$ cat src/rtl/mem_test_result_reporter.sv
// mem_test_result_reporter: turns memory-test completions into pass/fail counts,
// a sticky first-failure record and a status LED pattern.
module mem_test_result_reporter #(
    parameter int CNT_WIDTH        = 16,
    parameter int PASS_HALF_PERIOD = 6000000,
    parameter int FAIL_HALF_PERIOD = 750000,
    parameter int HALF_W           = 24
) (
    input  logic                 CLK,
    input  logic                 rst_n,
    input  logic                 test_done,
    input  logic                 test_pass,
    output logic                 led,
    output logic                 fail_sticky,
    output logic [CNT_WIDTH-1:0] iter_cnt,
    output logic [CNT_WIDTH-1:0] pass_cnt,
    output logic [CNT_WIDTH-1:0] fail_cnt,
    output logic [CNT_WIDTH-1:0] first_fail_iter,
    output logic                 result_valid
);
    localparam logic [1:0] S_WAIT = 2'd0;
    localparam logic [1:0] S_PASS = 2'd1;
    localparam logic [1:0] S_FAIL = 2'd2;
    localparam logic [HALF_W-1:0] PASS_LAST = HALF_W'(PASS_HALF_PERIOD - 1);
    localparam logic [HALF_W-1:0] FAIL_LAST = HALF_W'(FAIL_HALF_PERIOD - 1);

    logic [1:0]        state, state_nxt;
    logic [HALF_W-1:0] ph;
    logic              done_q, rise, wrap;

    assign rise = test_done & ~done_q;
    // FAIL is absorbing: a failing completion there maps back onto itself
    assign state_nxt = !rise ? state :
                       state == S_WAIT ? (test_pass ? S_PASS : S_FAIL) :
                       !test_pass ? S_FAIL : state;
    assign wrap = ph == (state == S_PASS ? PASS_LAST : FAIL_LAST);

    always_ff @(posedge CLK) begin
        if (!rst_n) begin
            done_q          <= 1'b0;
            state           <= S_WAIT;
            ph              <= '0;
            led             <= 1'b1;
            fail_sticky     <= 1'b0;
            iter_cnt        <= '0;
            pass_cnt        <= '0;
            fail_cnt        <= '0;
            first_fail_iter <= '0;
            result_valid    <= 1'b0;
        end else begin
            done_q       <= test_done;
            result_valid <= rise;
            state        <= state_nxt;
            // a new pattern always starts dark for a full half-period
            if (state_nxt != state) begin
                ph  <= '0;
                led <= 1'b0;
            end else if (state != S_WAIT) begin
                ph <= wrap ? '0 : ph + HALF_W'(1);
                if (wrap) led <= ~led;
            end
            if (rise) begin
                if (iter_cnt != '1) iter_cnt <= iter_cnt + CNT_WIDTH'(1);
                if (test_pass && pass_cnt != '1) pass_cnt <= pass_cnt + CNT_WIDTH'(1);
                if (!test_pass && fail_cnt != '1) fail_cnt <= fail_cnt + CNT_WIDTH'(1);
                if (!test_pass && !fail_sticky) begin
                    first_fail_iter <= iter_cnt;
                    fail_sticky     <= 1'b1;
                end
            end
        end
    end
endmodule

$ cat config.mk
export PLATFORM = sky130hd
export DESIGN_NAME = mem_test_result_reporter
export DESIGN_NICKNAME = d
export VERILOG_FILES = /design/src/rtl/mem_test_result_reporter.sv
export SDC_FILE = /design/constraint.sdc
export NUM_CORES = 1
export LEC_CHECK = 0
export CORE_MARGIN = 10
export CORE_UTILIZATION = 38
export CTS_CLUSTER_SIZE = 8
export DETAILED_ROUTE_END_ITERATION = 12
export GPL_TIMING_DRIVEN = 0
export REMOVE_ABC_BUFFERS = 1
export SYNTH_ARGS = -nofsm -noshare
export SYNTH_HDL_FRONTEND = slang
export SYNTH_SLANG_ARGS = --single-unit
export TNS_END_PERCENT = 20
$ cat constraint.sdc
create_clock -name CLK -period 2.3 [get_ports CLK]
set_input_delay 0.575 -clock CLK [delete_from_list [all_inputs] [get_ports CLK]]
set_output_delay 0.575 -clock CLK [all_outputs]
set_load 0.05 [all_outputs]
==> summary.md <==
| Metric | Value |
|---|---|
| Die ar. | 15500 um2 |
| Chip Width | 125 um |
| CTS H-tree lvls | 3 |
| Worst skew pair latency | roughly 0.35 ns |
| Compound-Gate Fraction of Synth Area | 0.0764 |
| Core area | 10800 um2 |
| Post-synth EDFFs | 0 |
| CP Launch Type | flop |
| Critical Path RT | 2.55 ns |
| RSZ-0062 raised after global routing | true |
| Area share of fa/ha/maj cells after synthesis | 0.0120 |
| I/O Pins | between 70 and 80 |
| Simple logic cell fraction of the synthesized area | 0.311 |
| Max Buffers Root-to-Sink | 2 |
| Final cycle utilization of the critical path | 0.990 |
| Post-synthesis cell area | 4160 um2 |
| Drt first pass iters | 4 |
| Final core utilization | 0.492 |
| Hold-fix buffers at CTS | 0 |
| Final setup viols | 0 |
| Mean routed wirelength per cell | 14.1 um |
| Leakage | 1.82 nW |
| CTS root buffer | clkbuf_8 |
| FMAX | 439 MHz |
| Drt total wl | 9.90 mm |
| Vias in the first global route | 3432 |
| Slew @ Worst Pin | 1.05 ns |
| Setup TNS | 0 ns |
| Maximum vdd ir drop | 0.355 mV |
| Endpoint class of the critical path | flop |
| Largest net degree at the start of global routing | 38 |
| Ys async rst share | 0 |
| GRT Total Usage | 0.123 |
| DRC | 0 |
| WP data arrival | 2.52 ns |
| Post-route ant nets | 0 |
| Register area share after synthesis | 0.453 |
| Via count | 3611 |
| Post-DP Area | 4980 um2 |
| Layout fillers | 1049 |
| Status | finished, final reports clean |
| Post-synthesis xor/xnor area fraction | 0.116 |
| Row cnt | 38 |
| Total of max-cap violations | 0 |
| Ant. Diodes | 0 |
| Clock transition at path regs | about 0.090 ns |
| Starting density of the core | 0.385 |
| Yosys warns | 0 |
| Vias/cell | 5.14 |
| Main combinational cell family by area after synthesis | simple AND/OR/NAND/NOR gates |
| First-pass GRT wire length | between 15 and 20 mm |
| Most used DFF post-synth | dfxtp_1 |
| Total power | about 3 mW |
| Clk_skew | approximately 0.014 ns |
| Final-stage net count | ~570 |
| GPL Wtd Cong | 0.779 |
| GRT overflow | 0 |
| Port Buf Inserts | 70 |
| Total clock sinks | 94 |
| Design area | 5310 um2 |
| Layout cells sized above 1 | 0.0623 |
| Worst min path class | reg -> reg |
| Multiplexer share of the synthesized area | 0.00722 |
| Avg Inst Size Synth | approximately 8.5 um2 |
| TritonCTS buffer count | 9 |
| Die Ht | around 120 um |
| Initial DRC Count | 218 |
| Worst slew margin | 0.293 |
| Post-DP HPWL | 6.99 mm |
| Fin crit period | 2.28 ns |
| Crit Path Category | reg -> reg |
| Final Hold Viols | 0 |
| Cell count after synthesis | 489 |
| Largest fanout on the critical path | 5 |
| Cell area power density | 555 nW/um2 |
| Max Transition Viols Final | 0 |
| Seq cells post-synth | 94 |
| Cell variety after synth | 44 |
| Area grow syn2layout | 27.7% |
| Antenna violations before repair | 0 |
| CTS tree | yes |
==> cell type report <==
cell class                      count  area (um2)  share of cell area
Clock inverter                      7        72.6              0.0137
Timing Repair Buffer               72         748               0.141
Tap cell                          140         175              0.0330
Sequential cell                    94        1880               0.355
Multi-Input combinational cell    374        2280               0.430
Inverter                            6        22.5             0.00424
Clock buffer                        9         124              0.0233
==> state kept, by name, indices dropped and copies added (netlist names) <==
register,count
pass_cnt,16
state,2
done_q,1
led,1
result_valid,1
fail_cnt,16
iter_cnt,16
fail_sticky,1
first_fail_iter,16
ph,24
==> worst paths after layout <==
| path | slack, ns | cells after the start | endpoint | from |
|---|---|---|---|---|
| hold / removal | 0.46 | 2 | first_fail_iter[0]$_SDFFE_PN0P_ | first_fail_iter[0]$_SDFFE_PN0P_ |
| hold reg to reg | 0.46 | 2 | first_fail_iter[0]$_SDFFE_PN0P_ | first_fail_iter[0]$_SDFFE_PN0P_ |
| setup reg to reg | 0.02 | 6 | led$_SDFFE_PN1P_ | ph[12]$_SDFFE_PP0N_ |
| setup / recovery | 0.02 | 6 | led$_SDFFE_PN1P_ | ph[12]$_SDFFE_PP0N_ |
==> stage by stage <==
step	hold slack [ns]	setup WS, ns	std cells
finish	0.458	0.0229	702
global route	0.485	-0.111	702
CTS	0.461	0.0101	699
detailed placement	0.447	-0.612	683
global placement	0.441	-1.05	682
floorplan	0.449	-0.187	472
==> power by group <==
group / switching, mW / total, mW / internal [mW]
Combinational: 0.128 / 0.184 / 0.0556
Clock: 0.587 / 1.09 / 0.505
Sequential: 0.0244 / 1.67 / 1.64
Total: 0.740 / 2.94 / 2.20
==> cells in the final DEF (no fill, tap or decap), types with 3 or more instances in the layout <==
master and n:
clkbuf_8 9, xnor2_1 32, mux2i_1 3, nor3b_1 3, a211oi_1 3, nor4b_1 6
or4_1 3, nand2b_1 7, clkdlybuf4s50_1 59, nand2_1 64, nand3_1 22, nor3_1 17
and4_1 6, nand4_1 20, xor2_1 23, o21ai_0 11, a21oi_1 26, or3_1 6
dlymetal6s2s_1 9, nor4_1 6, and3_1 3, nor2_1 74, inv_1 5, ha_1 4
dfxtp_1 92
==> synth_stat cells, types with 2 or more instances <==
library cell  number  share of area
o211ai_1           2         0.0036
nand3_1           22          0.026
nand2_1           64          0.058
nor4bb_1           2         0.0048
a211oi_1           3         0.0054
nor3_1            17          0.020
a21oi_1           26          0.031
a21o_1             2         0.0036
buf_6              2         0.0054
xor2_1            23          0.048
ha_1               4          0.012
o2111ai_1          2         0.0042
nand4_1           20          0.030
mux2i_1            3         0.0072
or4_1              4         0.0072
o21ai_0           11          0.013
o31ai_1            2         0.0036
nor3b_1            4         0.0072
nor4_1             8          0.012
nand2b_1           7          0.011
nor4b_1            7          0.015
and4_1             6          0.013
clkbuf_1          14          0.013
nor2b_1            2         0.0030
dfxtp_1           94           0.45
nor2_1            75          0.068
or3_1              7          0.011
inv_1              6         0.0054
and2_1             2         0.0030
and3_1             3         0.0045
xnor2_1           32          0.067
==> per-layer routing <==
layer | up-vias | GRT usage | routed length (um)
li1 | 1854 | - | -
met1 | 1673 | 0.149 | 4640
met2 | 73 | 0.203 | 4650
met3 | 11 | 0.0332 | 430
met4 | 0 | 0.0473 | 175
met5 | - | 0 | 0
==> what timing repair did <==
action                     in CTS  in global routing
cloned                          0                  2
buffers inserted                0                  1
setup endpoints to repair      52                 59
gates resized for setup         6                 19
pin swaps                       0                  2
==> worst max-delay path, cell delays in order, from the launching register on <==
cell and delay (ns):
dfxtp_2 0.35, or4b_1 0.51, or4_4 0.44, a2111oi_4 0.47
buf_4 0.19, xor2_1 0.06, a21o_1 0.17
==> cell families after synthesis <==
family / count (synthesis)
and+or+nand+nor: 257
DFF: 94
xor gates and xnor gates: 55
AOI/OAI and AO/OA: 53
buffers and inverters: 23
adders and majority gates: 4
muxes: 3
No activity file was read; power rests on OpenSTA's default activity.
